### src/rtl/csr_pkg.sv
// Shared constants for the machine-mode CSR file: addresses, op encodings,
// trap cause codes and the bit positions of the few writable status/enable bits.
package csr_pkg;

    typedef enum logic [2:0] {
        OP_NONE = 3'd0,
        OP_RW   = 3'd1,
        OP_RS   = 3'd2,
        OP_RC   = 3'd3,
        OP_RSV  = 3'd4,
        OP_RWI  = 3'd5,
        OP_RSI  = 3'd6,
        OP_RCI  = 3'd7
    } csr_op_e;

    // Low two op bits select the update kind; bit 2 selects the immediate source.
    localparam logic [1:0] OPK_NONE = 2'd0;
    localparam logic [1:0] OPK_RW   = 2'd1;
    localparam logic [1:0] OPK_RS   = 2'd2;
    localparam logic [1:0] OPK_RC   = 2'd3;

    localparam logic [11:0] CSR_MSTATUS   = 12'h300;
    localparam logic [11:0] CSR_MIE       = 12'h304;
    localparam logic [11:0] CSR_MTVEC     = 12'h305;
    localparam logic [11:0] CSR_MSCRATCH  = 12'h340;
    localparam logic [11:0] CSR_MEPC      = 12'h341;
    localparam logic [11:0] CSR_MCAUSE    = 12'h342;
    localparam logic [11:0] CSR_MIP       = 12'h344;
    localparam logic [11:0] CSR_MCYCLE    = 12'hB00;
    localparam logic [11:0] CSR_MINSTRET  = 12'hB02;
    localparam logic [11:0] CSR_MCYCLEH   = 12'hB80;
    localparam logic [11:0] CSR_MINSTRETH = 12'hB82;
    localparam logic [11:0] CSR_MHARTID   = 12'hF14;

    localparam logic [4:0] MCAUSE_ECALL_M = 5'd11;
    localparam logic [4:0] MCAUSE_MEXT    = 5'd11;

    localparam int MSTATUS_MIE  = 3;
    localparam int MSTATUS_MPIE = 7;
    localparam int MIE_MEIE     = 11;
    localparam int MIP_MEIP     = 11;

endpackage

### src/rtl/csr_counter64.sv
// 64-bit free-running counter with independent half loads; a load in a cycle
// takes precedence over the increment for the whole counter.
module csr_counter64 #(
    parameter int ENABLE = 1
) (
    input  logic        clk,
    input  logic        rst,
    input  logic        inc,
    input  logic        ld_lo,
    input  logic        ld_hi,
    input  logic [63:0] wdata,
    output logic [63:0] count
);

    always_ff @(posedge clk) begin
        if (rst || (ENABLE == 0)) begin
            count <= '0;
        end else if (ld_lo || ld_hi) begin
            if (ld_lo) count[31:0]  <= wdata[31:0];
            if (ld_hi) count[63:32] <= wdata[63:32];
        end else if (inc) begin
            count <= count + 64'd1;
        end
    end

endmodule

### src/rtl/csr_file.sv
// Machine-mode CSR file: CSR read/modify/write, ecall/external-interrupt trap
// entry, mret return, and the mcycle/minstret counters.
module csr_file #(
    parameter int              XLEN         = 32,
    parameter logic [XLEN-1:0] MTVEC_RST    = XLEN'(32'h8000_0000),
    parameter int              HAS_COUNTERS = 1,
    parameter logic [XLEN-1:0] MHARTID      = '0
) (
    input  logic            clk,
    input  logic            rst,
    input  logic [2:0]      csr_op,
    input  logic [11:0]     csr_addr,
    input  logic [XLEN-1:0] rs1_data,
    input  logic [4:0]      uimm,
    input  logic [XLEN-1:0] pc,
    input  logic            ecall,
    input  logic            mret,
    input  logic            retire,
    input  logic            irq_ext,
    output logic [XLEN-1:0] csr_rdata,
    output logic            redirect,
    output logic [XLEN-1:0] redirect_pc,
    output logic            illegal
);
    import csr_pkg::*;

    localparam bit              HAS_HI     = (XLEN == 32);
    localparam logic [XLEN-1:0] ALIGN_MASK = ~XLEN'(3);

    logic            mst_mie, mst_mpie, mie_meie, mip_meip;
    logic [XLEN-1:0] mtvec, mscratch, mepc, mcause;
    logic [63:0]     mcycle, minstret, cnt_wdata;

    logic            op_active, wants_write, impl, read_only, int_p;
    logic            ecall_take, int_take, mret_take, trap_take, do_write;
    logic [XLEN-1:0] src, old_val, new_val, mstatus_val, mie_val, mip_val;

    assign op_active   = csr_op[1:0] != OPK_NONE;
    assign src         = csr_op[2] ? XLEN'(uimm) : rs1_data;
    // Set/clear with x0 (or uimm 0) is a pure read: no write, and no RO violation.
    assign wants_write = op_active && ((csr_op[1:0] == OPK_RW) || (uimm != 5'd0));

    always_comb begin
        mstatus_val = '0;
        mstatus_val[MSTATUS_MIE]  = mst_mie;
        mstatus_val[MSTATUS_MPIE] = mst_mpie;
        mie_val = '0;
        mie_val[MIE_MEIE] = mie_meie;
        mip_val = '0;
        mip_val[MIP_MEIP] = mip_meip;
    end

    always_comb begin
        old_val   = '0;
        impl      = 1'b1;
        read_only = 1'b0;
        case (csr_addr)
            CSR_MSTATUS:   old_val = mstatus_val;
            CSR_MIE:       old_val = mie_val;
            CSR_MTVEC:     old_val = mtvec;
            CSR_MSCRATCH:  old_val = mscratch;
            CSR_MEPC:      old_val = mepc & ALIGN_MASK;
            CSR_MCAUSE:    old_val = mcause;
            CSR_MIP:       begin old_val = mip_val; read_only = 1'b1; end
            CSR_MCYCLE:    old_val = mcycle[XLEN-1:0];
            CSR_MINSTRET:  old_val = minstret[XLEN-1:0];
            CSR_MCYCLEH:   begin old_val = XLEN'(mcycle[63:32]);   impl = HAS_HI; end
            CSR_MINSTRETH: begin old_val = XLEN'(minstret[63:32]); impl = HAS_HI; end
            CSR_MHARTID:   begin old_val = MHARTID; read_only = 1'b1; end
            default:       impl = 1'b0;
        endcase
    end

    always_comb begin
        case (csr_op[1:0])
            OPK_RW:  new_val = src;
            OPK_RS:  new_val = old_val | src;
            OPK_RC:  new_val = old_val & ~src;
            default: new_val = old_val;
        endcase
    end

    assign illegal = op_active && (!impl || (read_only && wants_write));

    // One event per cycle, ecall > interrupt > mret; an illegal op blocks all of them.
    assign int_p      = mst_mie & mie_meie & mip_meip;
    assign ecall_take = ecall && !illegal;
    assign int_take   = int_p && !illegal && !ecall;
    assign mret_take  = mret && !illegal && !ecall && !int_p;
    assign trap_take  = ecall_take || int_take;
    assign do_write   = wants_write && !illegal && !int_take;

    assign csr_rdata   = (op_active && !illegal) ? old_val : '0;
    assign redirect    = trap_take || mret_take;
    assign redirect_pc = trap_take ? (mtvec & ALIGN_MASK) :
                         mret_take ? (mepc & ALIGN_MASK)  : '0;

    always_comb begin
        if (HAS_HI) cnt_wdata = {2{new_val[31:0]}};
        else        cnt_wdata = 64'(new_val);
    end

    csr_counter64 #(.ENABLE(HAS_COUNTERS)) u_mcycle (
        .clk   (clk),
        .rst   (rst),
        .inc   (1'b1),
        .ld_lo (do_write && (csr_addr == CSR_MCYCLE)),
        .ld_hi (do_write && ((csr_addr == CSR_MCYCLEH) || (!HAS_HI && (csr_addr == CSR_MCYCLE)))),
        .wdata (cnt_wdata),
        .count (mcycle)
    );

    csr_counter64 #(.ENABLE(HAS_COUNTERS)) u_minstret (
        .clk   (clk),
        .rst   (rst),
        .inc   (retire && !trap_take),
        .ld_lo (do_write && (csr_addr == CSR_MINSTRET)),
        .ld_hi (do_write && ((csr_addr == CSR_MINSTRETH) || (!HAS_HI && (csr_addr == CSR_MINSTRET)))),
        .wdata (cnt_wdata),
        .count (minstret)
    );

    always_ff @(posedge clk) begin
        if (rst) begin
            mst_mie  <= 1'b0;
            mst_mpie <= 1'b0;
            mie_meie <= 1'b0;
            mip_meip <= 1'b0;
            mtvec    <= MTVEC_RST;
            mscratch <= '0;
            mepc     <= '0;
            mcause   <= '0;
        end else begin
            mip_meip <= irq_ext;
            if (do_write) begin
                case (csr_addr)
                    CSR_MSTATUS: begin
                        mst_mie  <= new_val[MSTATUS_MIE];
                        mst_mpie <= new_val[MSTATUS_MPIE];
                    end
                    CSR_MIE:      mie_meie <= new_val[MIE_MEIE];
                    CSR_MTVEC:    mtvec    <= new_val;
                    CSR_MSCRATCH: mscratch <= new_val;
                    CSR_MEPC:     mepc     <= new_val;
                    CSR_MCAUSE:   mcause   <= new_val;
                    default: ;
                endcase
            end
            // Trap/return status updates override any same-cycle mstatus write.
            if (trap_take) begin
                mepc     <= pc;
                mcause   <= int_take ? {1'b1, (XLEN-1)'(MCAUSE_MEXT)} : XLEN'(MCAUSE_ECALL_M);
                mst_mpie <= mst_mie;
                mst_mie  <= 1'b0;
            end else if (mret_take) begin
                mst_mie  <= mst_mpie;
                mst_mpie <= 1'b1;
            end
        end
    end

endmodule

### config.mk
export PLATFORM = sky130hd
export DESIGN_NAME = csr_file
export DESIGN_NICKNAME = d
export VERILOG_FILES = /design/src/rtl/csr_pkg.sv /design/src/rtl/csr_counter64.sv /design/src/rtl/csr_file.sv
export SDC_FILE = /design/constraint.sdc
export NUM_CORES = 1
export LEC_CHECK = 0
export CORE_ASPECT_RATIO = 0.6
export CORE_MARGIN = 2
export CORE_UTILIZATION = 44
export DETAILED_ROUTE_END_ITERATION = 12
export PLACE_DENSITY = 0.64
export REMOVE_ABC_BUFFERS = 1
export SYNTH_ARGS = -nofsm -noshare
export SYNTH_HDL_FRONTEND = slang
export SYNTH_HIERARCHICAL = 1
export SYNTH_SLANG_ARGS = --single-unit
### constraint.sdc
create_clock -name clk -period 14 [get_ports clk]
set_input_delay 3.5 -clock clk [delete_from_list [all_inputs] [get_ports clk]]
set_output_delay 3.5 -clock clk [all_outputs]
set_load 0.02 [all_outputs]
==> qor.yml, run 1 <==
outcome:
  status: "complete, no violations"
logic_synthesis:
  synth_seq_cells: 258
  synthCells: 2213
  yosys_warnings: 6
  ys_seq_area_share_pct: 30.1
  syn_area_um2: 17200
  synth_edf_count: 0
  synth-main-ff-cell: "dfxtp_1"
  syn_avg_cell_area_um2: 7.76
  synth-async-reset-ratio_pct: 0
  yosysUniqueCellTypes: 92
grt:
  grt-ovfl-total: 0
  grt_pass1_wl_um: 117000
  grt_max_degree: 69
  antenna_found_initial: 4
  grt_pass1_vias: 17000
  grtUsageTotal_pct: 38.9
clock_network:
  cts.reportedPaths.clkPinSlew_ns: 0.06
  clkLatencyLatePin_ns: 0.59
  cts_buffers: 27
  cts_tree: "built"
  clock_path_buffers: 3
  htreeDepth: 1
  cts_root_buf: "clkbuf_16"
  postCtsHoldBufs: 0
  post_cts_buffers: 0
  ctsResizeCount: 0
  cts.sinks: 258
cells_and_area:
  area_delta_synth_final_pct: 16.2
  drive_gt1_share_pct: 8.63
  final_nets: 2378
  design_area_um2: 20000
route:
  postRouteAntennaNets: 0
  drt_wl_total_um: 81600
  dr.pass1.iters: 8
  drtIter0Drc: 3190
  viasPerCell: 6.78
  drc: 0
  vias: 19100
  avgRoutedWirePerCell_um: 29.0
timing:
  relSlewSlack_pct: 11.3
  slew_viol_final: 0
  period_minus_slack_ns: 11.66
  tightestPinTransition_ns: 1.32
  fin_hold_ws_ns: 0.451
  rsz0062_at_grt: "no"
  fin_skew_ns: 0.0128
  setup-violations-final: 0
  hold_viol: 0
  period_share_pct: 83.3
  setup_tns_ns: 0
  timing.fmax_mhz: 85.8
placed_design:
  io_buffers: 151
  place_hpwl_um: 59500
  postPlaceCellArea_um2: 19100
  place_congestion: 1.09
die:
  pin_count: 156
  die_h_um: 157
  num_rows: 55
  dieArea_um2: 40700
  core_um2: 38100
  die_w_um: 259
  start_util_pct: 45.1
worst_setup_path:
  reg2reg_from: "mst_mie"
  worstPathRequired_ns: 10.50
  cp_data_arrival_time_ns: 8.16
  startpoint_type: "input pin"
  crit_fanout: 33
  end_kind: "output pin"
  crit_start: "csr_addr[1]"
  worstSetupPathType: "input pin to output pin"
pwr:
  leakage_nw: 6.52
  power.density_nw_per_um2: 84.9
  ir_drop_uv: 81.9
min_path:
  hold_class: "flop to flop"
  min_from: "mcause[29]"
flow_run:
  cap_violations: 0
==> through the flow <==
stage	instances	utilization, %	setup WS [ns]	total power [mW]
floorplan	2050	-	1.62	0.838
finish	2819	52.4	2.34	1.69
detailed placement	2770	50.1	2.56	0.946
global route	2818	52.4	2.39	1.73
CTS	2818	52.4	2.55	1.69
global placement	2770	50.1	2.56	0.944
==> kinds of logic after synthesis <==
group | synth area share (%)
adder cells (fa/ha/maj) | 0.146
AND/OR/NAND/NOR | 30.1
AO/OA/AOI/OAI | 22.7
multiplexers | 8.36
flip-flops | 30.1
XOR/XNOR | 3.52
other | 0.0437
buffers and inverters | 5.11
==> state kept, by name, summed over array words and instances (netlist names), 30 cells and up <==
register          cells
mscratch             32
mtvec                32
u_minstret/count     64
mepc                 30
mcause               32
u_mcycle/count       64
==> cell usage after synthesis (10+ instances only) <==
cell	instances	area share (%)
a211oi_1	51	2.2
a21oi_1	149	4.3
a221oi_1	27	1.4
a22o_1	35	1.8
a22oi_1	71	3.1
a2bb2oi_2	10	0.87
a311oi_1	19	0.97
a31oi_1	20	0.73
and2_1	31	1.1
and3_1	49	1.8
and4_1	16	0.82
buf_2	31	0.90
buf_4	12	0.52
clkbuf_1	109	2.4
dfxtp_1	258	30
inv_1	27	0.59
mux2_2	11	0.72
mux2i_1	131	7.6
nand2_1	335	7.3
nand2b_1	12	0.44
nand3_1	81	2.4
nand4_1	62	2.3
nor2_1	185	4.0
nor2b_1	34	1.2
nor3_1	62	1.8
nor4_1	39	1.4
o21ai_0	34	0.99
o22ai_1	12	0.44
o2bb2ai_1	24	1.2
or3_1	23	0.84
xnor2_1	44	2.2
xor2_1	25	1.3
==> placed cells by master, fill, tap and decap left out, types with 13 or more instances in the layout <==
| cell | instances |
|---|---|
| a22oi_1 | 71 |
| a211oi_1 | 51 |
| mux2i_1 | 131 |
| nor2b_1 | 33 |
| o2bb2ai_1 | 24 |
| nor2_1 | 181 |
| nand4_1 | 62 |
| o21ai_0 | 34 |
| buf_4 | 56 |
| a21oi_1 | 149 |
| nor3_1 | 60 |
| and3_1 | 49 |
| xnor2_1 | 44 |
| dfxtp_1 | 258 |
| or3_1 | 22 |
| clkdlybuf4s50_1 | 148 |
| a2bb2oi_2 | 13 |
| a22o_1 | 35 |
| and2_1 | 30 |
| nand3_1 | 81 |
| nor4_1 | 36 |
| a221oi_1 | 27 |
| inv_1 | 27 |
| and4_1 | 16 |
| nand2_1 | 335 |
| clkbuf_16 | 27 |
| a311oi_1 | 19 |
| xor2_1 | 25 |
| a31oi_1 | 20 |
==> worst max-delay path: stages <==
cell and delay (ns):
clkdlybuf4s50_1 0.42, buf_4 0.29, or4_1 0.84, nor3_2 0.93
a31oi_1 0.24, a31oi_1 0.24, buf_4 0.29, nand2_2 0.34
a21oi_1 0.30, clkdlybuf4s50_1 0.71
==> worst paths after layout <==
path                        endpoint  slack (ns)  cells past startpoint
hold / removal            mcause[29]        0.45                      2
hold reg to reg           mcause[29]        0.45                      2
setup reg to reg  u_mcycle/count[14]        9.56                     10
setup / recovery        csr_rdata[0]        2.34                     10
==> per-layer routing <==
layer | vias up | track usage [%] | routed length, um
li1 | 8361 | - | -
met1 | 9225 | 57.3 | 34900
met2 | 1375 | 50.7 | 30800
met3 | 139 | 16.2 | 13900
met4 | 4 | 9.33 | 2020
met5 | - | 0.483 | 28
==> power breakdown <==
group | switching, mW | total (mW) | internal (mW)
Sequential | 0.00832 | 0.749 | 0.741
Combinational | 0.127 | 0.191 | 0.0639
Clock | 0.335 | 0.755 | 0.420
==> cell type report <==
| class | instances | area [um^2] |
|---|---|---|
| Sequential cell | 258 | 5160 |
| Fill cell | 3610 | 18100 |
| Clock buffer | 36 | 759 |
| Multi-Input combinational cell | 1764 | 11200 |
| Inverter | 28 | 105 |
| Clock inverter | 12 | 136 |
| Tap cell | 513 | 642 |
| Timing Repair Buffer | 207 | 1920 |
| Antenna cell | 1 | 2.50 |
No activity file was read; power rests on OpenSTA's default activity.
==> run 2, diff against run 1 <==
--- a/config.mk
+++ b/config.mk
@@ -9,7 +9,7 @@
 export CORE_MARGIN = 2
 export CORE_UTILIZATION = 44
 export DETAILED_ROUTE_END_ITERATION = 12
-export PLACE_DENSITY = 0.64
+export PLACE_DENSITY = 0.66
 export REMOVE_ABC_BUFFERS = 1
 export SYNTH_ARGS = -nofsm -noshare
 export SYNTH_HDL_FRONTEND = slang
==> constraint.sdc (replaced) <==
create_clock -name clk -period 10.6 [get_ports clk]
set_input_delay 2.65 -clock clk [delete_from_list [all_inputs] [get_ports clk]]
set_output_delay 2.65 -clock clk [all_outputs]
set_load 0.02 [all_outputs]
==> run 2 against run 1 <==
Against the previous run:
- largest power group is now registers
- clock power rose by 25%
- largest cell class unchanged
- highest routed layer unchanged
- register-to-register slack got worse by 3.3 ns
- clock skew increased by 0.026 ns
- global-route usage grew 0.13 points
==> qor.yml, run 2 (synthesis gave the netlist of run 1 again) <==
outcome:
  status: "complete, no violations"  # unchanged
worst_setup_path:
  crit_fanout: 19  # was 33
  worstPathRequired_ns: 7.95  # was 10.50 ns
  startpoint_type: "input pin"  # unchanged
  end_kind: "output pin"  # unchanged
  cp_data_arrival_time_ns: 6.92  # was 8.16 ns
  worstSetupPathType: "input pin to output pin"  # unchanged
route:
  vias: 19200  # was 19.1k
  postRouteAntennaNets: 0  # unchanged
  dr.pass1.iters: 7  # was 8
  drt_wl_total_um: 81800  # was 81,600 um
  viasPerCell: 6.79  # was 6.78
  drtIter0Drc: 3367  # was 3,190
  drc: 0  # unchanged
  avgRoutedWirePerCell_um: 29.0  # about the same
timing:
  timing.fmax_mhz: 104
  hold_viol: 0  # unchanged
  period_minus_slack_ns: 9.57
  period_share_pct: 90.3
  rsz0062_at_grt: "no"  # unchanged
  setup-violations-final: 0  # unchanged
  fin_ws_ns: 1.03  # was 2.34 ns
  relSlewSlack_pct: 7.59  # was 11.3%
  fin_skew_ns: 0.0384  # was 0.0128 ns
  slew_viol_final: 0  # unchanged
  tightestPinTransition_ns: 1.39  # was 1.32 ns
  fin_hold_ws_ns: 0.450  # was 0.451 ns
die:
  die_w_um: 259  # unchanged
  start_util_pct: 45.1  # unchanged
  pin_count: 156  # unchanged
  core_um2: 38100  # unchanged
  num_rows: 55  # unchanged
  dieArea_um2: 40700  # unchanged
  die_h_um: 157  # unchanged
grt:
  grt_max_degree: 72  # was 69
  antenna_found_initial: 3  # was 4
  grt_pass1_vias: 17200  # was 17.0k
  grtUsageTotal_pct: 39.0  # was 38.9%
  grt-ovfl-total: 0  # unchanged
  grt_pass1_wl_um: 118000  # was 117,000 um
clock_network:
  ctsResizeCount: 0  # unchanged
  cts_root_buf: "clkbuf_16"  # unchanged
  cts.sinks: 258  # unchanged
  clock_path_buffers: 3  # unchanged
  post_cts_buffers: 0  # unchanged
  postCtsHoldBufs: 0  # unchanged
  clkLatencyLatePin_ns: 0.60  # was 0.59 ns
  cts.reportedPaths.clkPinSlew_ns: 0.06  # about the same
  cts_tree: "built"  # unchanged
  htreeDepth: 1  # unchanged
  cts_buffers: 26  # was 27
cells_and_area:
  final_cell_mix: "nand2_1, dfxtp_1, nor2_1, clkdlybuf4s50_1, a21oi_1"  # was nand2_1, dfxtp_1, nor2_1, a21oi_1, clkdlybuf4s50_1
  fill_cells: 3592  # was 3,610
  drive_gt1_share_pct: 8.78  # was 8.63%
  seq_area_um2: 5160  # unchanged
  top_regs: "u_mcycle/count x64, u_minstret/count x64"  # unchanged
  final_nets: 2386  # was 2,378
  fin_util_pct: 52.5  # was 52.4%
  multi_input_area_um2: 11200  # about the same
  final_common_cell: "nand2_1"  # unchanged
  area_delta_synth_final_pct: 16.3  # was 16.2%
  antennaDiodeCount: 0  # was 1
  design_area_um2: 20000  # about the same
pwr:
  intPower_mw: 1.57  # was 1.22 mW
  totalPowerFinal_mw: 2.19  # was 1.69 mW
  pwr-share-comb_pct: 11.6  # was 11.2%
  power.density_nw_per_um2: 110  # was 84.9 nW/um^2
  ir_drop_uv: 107  # was 81.9 uV
  clockPowerShare_pct: 43.3  # was 44.6%
  p_switching_mw: 0.620  # was 0.470 mW
  seqPwrFrac_pct: 45.2  # was 44.2%
  swShare_pct: 28.3  # was 27.8%
  leakage_nw: 6.53  # was 6.52 nW
placed_design:
  place_hpwl_um: 59900  # was 59,500 um
  place_congestion: 1.11  # was 1.09
  io_buffers: 151  # unchanged
  postPlaceCellArea_um2: 19100  # about the same
  post-place-ws_ns: 1.20  # was 2.56 ns
min_path:
  hold_class: "flop to flop"  # unchanged
flow_run:
  cap_violations: 0  # unchanged
-- run 2: changes by cell type in the layout (fill, tap and decap cells not counted), sizes merged --
cell,previous run,this run
diode,1,0
inv,28,27
clkinvlp,3,2
buf,59,68
bufinv,2,1
-- run 2: worst paths after layout --
check / startpoint / end / slack, ns / cells past startpoint
setup reg to reg: mst_mie / u_mcycle/count[14] / 6.27 / 12
setup / recovery: uimm[0] / csr_rdata[0] / 1.03 / 9
hold reg to reg: mscratch[15] / mscratch[15] / 0.45 / 2
hold / removal: mscratch[15] / mscratch[15] / 0.45 / 2
-- run 2: through the flow --
stage | TNS [ns] | cells
floorplan | -24.52 | 2050
global placement | 0 | 2779
detailed placement | 0 | 2779
CTS | 0 | 2824
global route | 0 | 2824
finish | 0 | 2824
-- run 2: final cells by class --
cell class              count  area share, %
clock inverters             9          0.520
repair buffers            216           10.0
clock buffers              36           3.65
multi-input cells        1764           56.2
well taps                 513           3.21
inverters                  28          0.526
flip-flops and latches    258           25.9
-- run 2: power groups by stage --
stage / sequential, mW / clock [mW] / combinational [mW]
finish: 0.989 / 0.947 / 0.253
global route: 0.989 / 0.987 / 0.260
CTS: 0.988 / 0.949 / 0.241
detailed placement: 1.01 / 0 / 0.239
global placement: 1.01 / 0 / 0.237
floorplan: 1.01 / 0 / 0.101
-- run 2: worst max-delay path, stage by stage --
cell	delay (ns)
clkdlybuf4s50_1	0.46
or4b_2	0.67
o31ai_1	1.02
nor2_1	0.21
a31oi_1	0.22
buf_4	0.29
nand2_2	0.36
a21oi_1	0.37
clkdlybuf4s50_1	0.67
-- run 2: layer usage --
metal	share of wire (%)	GRT usage [%]	up-vias
li1	-	-	8375
met1	42	56.8	9122
met2	38	51.3	1489
met3	17	17.0	173
met4	2.7	9.28	4
met5	0.031	0	-
